## src/rtl/toy_bus_ack_pkg.sv

```systemverilog
// Shared definitions for the ToyBusAck (dmem ack direction) network.
package toy_bus_ack_pkg;

    localparam int unsigned ACK_OPCODE_W = 1;
    localparam int unsigned ACK_DATA_W   = 256;
    localparam int unsigned ACK_SB_W     = 32;
    localparam int unsigned ID_W         = 4;

    // Total packed payload width: opcode + data + sideband + src_id + tgt_id.
    localparam int unsigned ACK_PLD_W    = ACK_OPCODE_W + ACK_DATA_W + ACK_SB_W + 2 * ID_W;

    // One ack beat, MSB first in this field order.
    typedef struct packed {
        logic [ACK_OPCODE_W-1:0] opcode;
        logic [ACK_DATA_W-1:0]   data;
        logic [ACK_SB_W-1:0]     sideband;
        logic [ID_W-1:0]         src_id;
        logic [ID_W-1:0]         tgt_id;
    } ack_pld_t;

    // Zero the payload whenever its valid is low, so idle ports present all-zero.
    function automatic ack_pld_t gate_pld(input logic vld, input ack_pld_t pld);
        gate_pld = vld ? pld : '0;
    endfunction

endpackage

```

## src/rtl/toy_bus_ack_fifo.sv

```systemverilog
// Small synchronous FIFO used per output of the ack split node.
// Full is purely registered state: a pop never frees space for a push in the same cycle.
module toy_bus_ack_fifo #(
    parameter int unsigned DEPTH = 2,
    parameter int unsigned PLD_W = 297
) (
    input  logic             clk,
    input  logic             rst_n,
    input  logic             push_vld,
    output logic             full,
    input  logic [PLD_W-1:0] push_pld,
    output logic             pop_vld,
    input  logic             pop_rdy,
    output logic [PLD_W-1:0] pop_pld
);

    localparam int unsigned AW    = $clog2(DEPTH);
    localparam int unsigned CNT_W = AW + 1;

    logic [PLD_W-1:0] mem [DEPTH];
    logic [AW-1:0]    wr_ptr;
    logic [AW-1:0]    rd_ptr;
    logic [CNT_W-1:0] count;
    logic             push;
    logic             pop;

    // Handshake qualification and status flags.
    always_comb begin
        full    = (count == CNT_W'(DEPTH));
        pop_vld = (count != '0);
        push    = push_vld & ~full;
        pop     = pop_vld & pop_rdy;
        pop_pld = mem[rd_ptr];
    end

    // Storage is written on push only; it carries no reset.
    always_ff @(posedge clk) begin
        if (push) begin
            mem[wr_ptr] <= push_pld;
        end
    end

    // Pointers wrap naturally; count is unchanged on simultaneous push and pop.
    always_ff @(posedge clk or negedge rst_n) begin
        if (!rst_n) begin
            wr_ptr <= '0;
            rd_ptr <= '0;
            count  <= '0;
        end else begin
            if (push) begin
                wr_ptr <= wr_ptr + AW'(1);
            end
            if (pop) begin
                rd_ptr <= rd_ptr + AW'(1);
            end
            if (push && !pop) begin
                count <= count + CNT_W'(1);
            end else if (pop && !push) begin
                count <= count - CNT_W'(1);
            end
        end
    end

endmodule

```

## src/rtl/toy_bus_ack_dec_node_2out.sv

```systemverilog
// 1:2 split node for the ToyBusAck network: routes each beat to out0/out1 by
// tgt_id through a per-output FIFO; unknown targets are consumed and counted.
module toy_bus_ack_dec_node_2out
    import toy_bus_ack_pkg::*;
#(
    parameter logic [ID_W-1:0] OUT0_TGT_ID = 4'd0,
    parameter logic [ID_W-1:0] OUT1_TGT_ID = 4'd1,
    parameter int unsigned     DEPTH       = 2,
    parameter int unsigned     DROP_CNT_W  = 8
) (
    input  logic                    clk,
    input  logic                    rst_n,

    input  logic                    in0_vld,
    output logic                    in0_rdy,
    input  logic [ACK_OPCODE_W-1:0] in0_opcode,
    input  logic [ACK_DATA_W-1:0]   in0_data,
    input  logic [ACK_SB_W-1:0]     in0_sideband,
    input  logic [ID_W-1:0]         in0_src_id,
    input  logic [ID_W-1:0]         in0_tgt_id,

    output logic                    out0_vld,
    input  logic                    out0_rdy,
    output logic [ACK_OPCODE_W-1:0] out0_opcode,
    output logic [ACK_DATA_W-1:0]   out0_data,
    output logic [ACK_SB_W-1:0]     out0_sideband,
    output logic [ID_W-1:0]         out0_src_id,
    output logic [ID_W-1:0]         out0_tgt_id,

    output logic                    out1_vld,
    input  logic                    out1_rdy,
    output logic [ACK_OPCODE_W-1:0] out1_opcode,
    output logic [ACK_DATA_W-1:0]   out1_data,
    output logic [ACK_SB_W-1:0]     out1_sideband,
    output logic [ID_W-1:0]         out1_src_id,
    output logic [ID_W-1:0]         out1_tgt_id,

    output logic                    err_unroutable,
    output logic [DROP_CNT_W-1:0]   drop_cnt
);

    ack_pld_t in_pld;
    ack_pld_t head0;
    ack_pld_t head1;
    ack_pld_t out0_pld;
    ack_pld_t out1_pld;

    logic sel0;
    logic sel1;
    logic drop;
    logic full0;
    logic full1;
    logic push0;
    logic push1;
    logic drop_acc;

    // Assemble the inbound beat and decode its destination.
    always_comb begin
        in_pld.opcode   = in0_opcode;
        in_pld.data     = in0_data;
        in_pld.sideband = in0_sideband;
        in_pld.src_id   = in0_src_id;
        in_pld.tgt_id   = in0_tgt_id;

        sel0 = (in0_tgt_id == OUT0_TGT_ID);
        sel1 = (in0_tgt_id == OUT1_TGT_ID);
        drop = ~sel0 & ~sel1;
    end

    // Ready depends only on registered full flags, never on downstream ready.
    always_comb begin
        in0_rdy  = (sel0 & ~full0) | (sel1 & ~full1) | drop;
        push0    = in0_vld & in0_rdy & sel0;
        push1    = in0_vld & in0_rdy & sel1;
        drop_acc = in0_vld & in0_rdy & drop;
    end

    toy_bus_ack_fifo #(
        .DEPTH (DEPTH),
        .PLD_W (ACK_PLD_W)
    ) u_fifo0 (
        .clk      (clk),
        .rst_n    (rst_n),
        .push_vld (push0),
        .full     (full0),
        .push_pld (in_pld),
        .pop_vld  (out0_vld),
        .pop_rdy  (out0_rdy),
        .pop_pld  (head0)
    );

    toy_bus_ack_fifo #(
        .DEPTH (DEPTH),
        .PLD_W (ACK_PLD_W)
    ) u_fifo1 (
        .clk      (clk),
        .rst_n    (rst_n),
        .push_vld (push1),
        .full     (full1),
        .push_pld (in_pld),
        .pop_vld  (out1_vld),
        .pop_rdy  (out1_rdy),
        .pop_pld  (head1)
    );

    // Present the FIFO heads, zeroed while their output is idle.
    always_comb begin
        out0_pld      = gate_pld(out0_vld, head0);
        out1_pld      = gate_pld(out1_vld, head1);

        out0_opcode   = out0_pld.opcode;
        out0_data     = out0_pld.data;
        out0_sideband = out0_pld.sideband;
        out0_src_id   = out0_pld.src_id;
        out0_tgt_id   = out0_pld.tgt_id;

        out1_opcode   = out1_pld.opcode;
        out1_data     = out1_pld.data;
        out1_sideband = out1_pld.sideband;
        out1_src_id   = out1_pld.src_id;
        out1_tgt_id   = out1_pld.tgt_id;
    end

    // Sticky error flag and saturating counter for discarded beats.
    always_ff @(posedge clk or negedge rst_n) begin
        if (!rst_n) begin
            err_unroutable <= 1'b0;
            drop_cnt       <= '0;
        end else if (drop_acc) begin
            err_unroutable <= 1'b1;
            if (drop_cnt != '1) begin
                drop_cnt <= drop_cnt + DROP_CNT_W'(1);
            end
        end
    end

endmodule

```

## config.mk

```make
export PLATFORM = sky130hd
export DESIGN_NAME = toy_bus_ack_dec_node_2out
export DESIGN_NICKNAME = d
export VERILOG_FILES = /design/src/rtl/toy_bus_ack_pkg.sv /design/src/rtl/toy_bus_ack_fifo.sv /design/src/rtl/toy_bus_ack_dec_node_2out.sv
export SDC_FILE = /design/constraint.sdc
export NUM_CORES = 1
export LEC_CHECK = 0
export CAP_MARGIN = 5
export CORE_UTILIZATION = 36
export CTS_BUF_LIST = sky130_fd_sc_hd__clkbuf_4
export DETAILED_ROUTE_END_ITERATION = 16
export SLEW_MARGIN = 10
export SYNTH_ARGS = -nofsm -noshare
export SYNTH_HDL_FRONTEND = slang
export SYNTH_SLANG_ARGS = --single-unit
```

## constraint.sdc

```tcl
create_clock -name clk -period 59 [get_ports clk]
set_clock_uncertainty 0.1 [all_clocks]
set_input_delay 14.75 -clock clk [delete_from_list [all_inputs] [get_ports clk]]
set_output_delay 14.75 -clock clk [all_outputs]
set_load 0.05 [all_outputs]
```

==> run summary <==
When the netlist entered floorplanning its net count stood at 2894. The first routing iteration left 1640 violations. Using the TritonRoute via totals, the vias-per-cell ratio works out to 4.77. The final route contains 26700 vias. Final count of negative-setup-slack endpoints: 0. Remaining antenna violation count: 0. For this design the ratio of total power to cell area is 55.4 nW/um^2. The number of global-route vias before repair was 26400; the maximum fanout along the worst path was 6. The global-route usage over all layers is 0.192, and the final clock period utilization by the worst path is 0.531. The endpoint kind of the worst setup timing path was an output port.

The run finished with clean final reports. A synthesized cell averages 17.6 um^2. Setup repair after global routing left no endpoint under its margin. The clock tree root driver cell is clkbuf_4. The filler cells instantiated in the layout total 11000. The headroom to the max-slew limit was 0.307; the netlist area before placement was 45500 um^2. Count of H-tree levels built during CTS: 5. Buffers inserted to repair hold after CTS numbered 0.

The average routed wire per standard cell is 22.8 um, and the number of buffers created by CTS is 333. Entering global routing, the biggest net connects 167 pins. Synthesis inferred 1205 register bits.

The worst register-to-register path has a setup slack of 54.59 ns. The tools report the number of cells upsized or downsized after cts as 0. The initial standard-cell utilization of the core is 0.362. Input and output buffers added on the ports amount to 907. The total area of multi-input combinational cells is 8640 um^2. STA classifies the critical path startpoint as an input pin. Power comes to 0.00332 W. The first global-routing pass estimated 177000 um of wire.

Type of the setup path with the least slack: input pin to output port. Timing would allow up to 31.9 MHz. CTS saw 1205 sinks.

The logs give 44.15 ns for the data required time of the critical path and 2589 for the synthesized instance count. The tools report the initial antenna violation count as 23. The transition time at the pin with the least slew margin was 1.04 ns; the count of distinct cell types in the synthesized netlist was 35.

Area added between synthesis and finish: 32.0%. In this run the cell area measured after placement is 56300 um^2. The cell row count was 130. Summed over all cells, the static leakage comes to 21.8 nW. TritonCTS built the clock tree. The share of post-route cells with drive strength above 1 works out to 0.133. Detailed placement ended at an HPWL of 78900 um. The total global routing overflow was 0. The tool flagged a number of max-cap violations equal to 0.

The floorplan core area is 126000 um^2. The area of the die is 128000 um^2, and the number of nets in the layout is 4038. No sink is reached through more buffers than the 4 on the longest clock path. At the worst endpoint, the arrival time is 16.50 ns. Clock latency of the later-clocked register in the worst-skew pair: 1.21 ns. Timing analysis after detailed placement gives a worst setup slack of 27.65 ns. Once routing completed, OpenROAD measured the worst setup slack at 27.65 ns. The number of detailed-routing iterations run before antenna repair was 5; the peak ir drop on the vdd network was 0.0000382 V. After clock tree synthesis, the clock-pin slew on the worst setup and hold paths is 0.06 ns. In the final timing run, aggregate negative setup slack is 0 ns.

Buffers added to address setup during post-CTS repair amount to 0. The type of the most critical hold path is register to register. For the area used by sequential logic in the layout, the log shows 36100 um^2.

The run gives 0 as the number of slew-limit violations in the final report. The design area came out at 60000 um^2. The overall die width was 358 um. Summed over all layers, the routed wires come to 128000 um.

The vertical die dimension is 358 um. In the routed design, unresolved DRC markers number 0. The run gives 0 as the number of warnings printed during yosys synthesis.

The tools report the final-report hold violation count as 0. Minimum period implied by the final worst setup slack: 31.35 ns. In this run the count of I/O pins placed on the die edge is 908.

The logs give 0.793 for the share of synthesized area occupied by flip-flops and latches and 0.774 for the global placer's final weighted congestion.
-- cell usage after synthesis --
| master | n | area share |
|---|---|---|
| mux2_2 | 2 | 0.00049 |
| nor3_2 | 1 | 0.00022 |
| xnor2_1 | 6 | 0.0012 |
| nand3_1 | 2 | 0.00022 |
| nor4_1 | 1 | 0.00014 |
| nand2_1 | 8 | 0.00066 |
| o21a_1 | 1 | 0.00017 |
| o21ai_0 | 1 | 0.00011 |
| nor2_4 | 2 | 0.00049 |
| and2_1 | 2 | 0.00027 |
| mux2_1 | 1 | 0.00025 |
| a31oi_1 | 1 | 0.00014 |
| buf_2 | 74 | 0.0081 |
| dfrtp_1 | 17 | 0.0093 |
| ha_1 | 3 | 0.00083 |
| mux2_4 | 1 | 0.00033 |
| edfxtp_1 | 1188 | 0.78 |
| xor2_1 | 7 | 0.0013 |
| nor2_1 | 601 | 0.050 |
| and4_1 | 1 | 0.00019 |
| nor3_4 | 1 | 0.00036 |
| buf_4 | 46 | 0.0076 |
| inv_1 | 4 | 0.00033 |
| nor2b_1 | 1 | 0.00014 |
| nand2b_1 | 2 | 0.00027 |
| nand4_2 | 1 | 0.00027 |
| o21ai_1 | 1 | 0.00011 |
| o31a_1 | 1 | 0.00019 |
| clkbuf_1 | 7 | 0.00058 |
| nor4b_1 | 1 | 0.00019 |
| a21oi_1 | 1 | 0.00011 |
| mux2i_1 | 595 | 0.13 |
| nand4_1 | 2 | 0.00027 |
| buf_1 | 5 | 0.00041 |
| or2_2 | 1 | 0.00014 |
-- placed cells by master, fill, tap and decap left out, types with 2 or more instances in the layout --
cell and count:
dfrtp_4 2, nand4_1 2, inv_2 9, buf_4 27, clkinv_1 65, dfrtp_1 15, nand3_1 2, clkbuf_4 458
inv_1 4, mux2_2 2, clkinv_2 7, diode_2 12, edfxtp_1 1188, mux2i_1 595, clkdlybuf4s50_1 907, nor2_4 3
nand2b_1 2, nand2_1 8, ha_1 3, nor2_1 600, xor2_1 7, xnor2_1 6, buf_12 7, and2_4 2
-- layout make-up --
cell class	instances	share of cell area
sequential	1205	0.601
clock buffer	458	0.0573
inverter	4	0.000250
multi-input combinational	1248	0.144
timing repair buffer	941	0.157
antenna	12	0.000500
tap	1650	0.0344
clock inverter	82	0.00533
-- power breakdown --
group	switching [W]	total, W	internal [W]	leakage [nW]
clock network	0.000329	0.000684	0.000355	2.27
logic	0.00115	0.00165	0.000500	8.63
registers	0.0000262	0.000988	0.000962	10.9
total	0.00151	0.00332	0.00182	21.8
-- sequential cells by signal (all words and copies together) (netlist names) --
register / cells
u_fifo0.wr_ptr: 1
err_unroutable: 1
u_fifo1.count: 2
u_fifo0.mem: 594
u_fifo0.rd_ptr: 1
drop_cnt: 8
u_fifo1.mem: 594
u_fifo0.count: 2
u_fifo1.rd_ptr: 1
u_fifo1.wr_ptr: 1
-- path summary, 6_finish.rpt --
check	start	to	depth (start not counted)
worst min register to register	err_unroutable	err_unroutable	1
worst max-delay path	in0_tgt_id[1]	in0_rdy	4
worst max register to register	u_fifo1.count[0]	u_fifo1.mem[0][105]	6
max in group asynchronous	rst_n	u_fifo1.rd_ptr	1
worst min-delay path	err_unroutable	err_unroutable	1
min in group asynchronous	rst_n	drop_cnt[0]	1
-- kinds of logic (layout without fill, tap and decap cells) --
family          Yosys count  in the layout  synth area share
mux                     599            599             0.132
xor+xnor                 13             13           0.00250
fa+ha+maj                 3              3          0.000825
flops                  1205           1205             0.793
compound gates            6              6          0.000825
buf+inv                 136           1485            0.0170
other cells               0             12                 0
simple gates            627            627            0.0534
-- routing by layer --
metal / track usage / vias up / part of all wire
met4: 0.0924 / 16 / 0.034
met5: 0 / - / 0.00093
met2: 0.314 / 985 / 0.49
met1: 0.219 / 13300 / 0.38
met3: 0.0789 / 238 / 0.088
li1: - / 12200 / -
-- critical path, stage by stage --
cell and delay [ns]:
clkdlybuf4s50_1 0.50, nor3_2 0.38, nand2_1 0.14, clkdlybuf4s50_1 0.73
-- through the flow --
stage	hold WS [ns]	std cells	util
CTS	0.376	5588	0.478
floorplan	0.356	2589	-
detailed placement	0.356	5048	0.448
finish	0.372	5600	0.478
global placement	0.356	5048	0.448
global route	0.401	5598	0.478
Power figures use the tool's default switching activity.
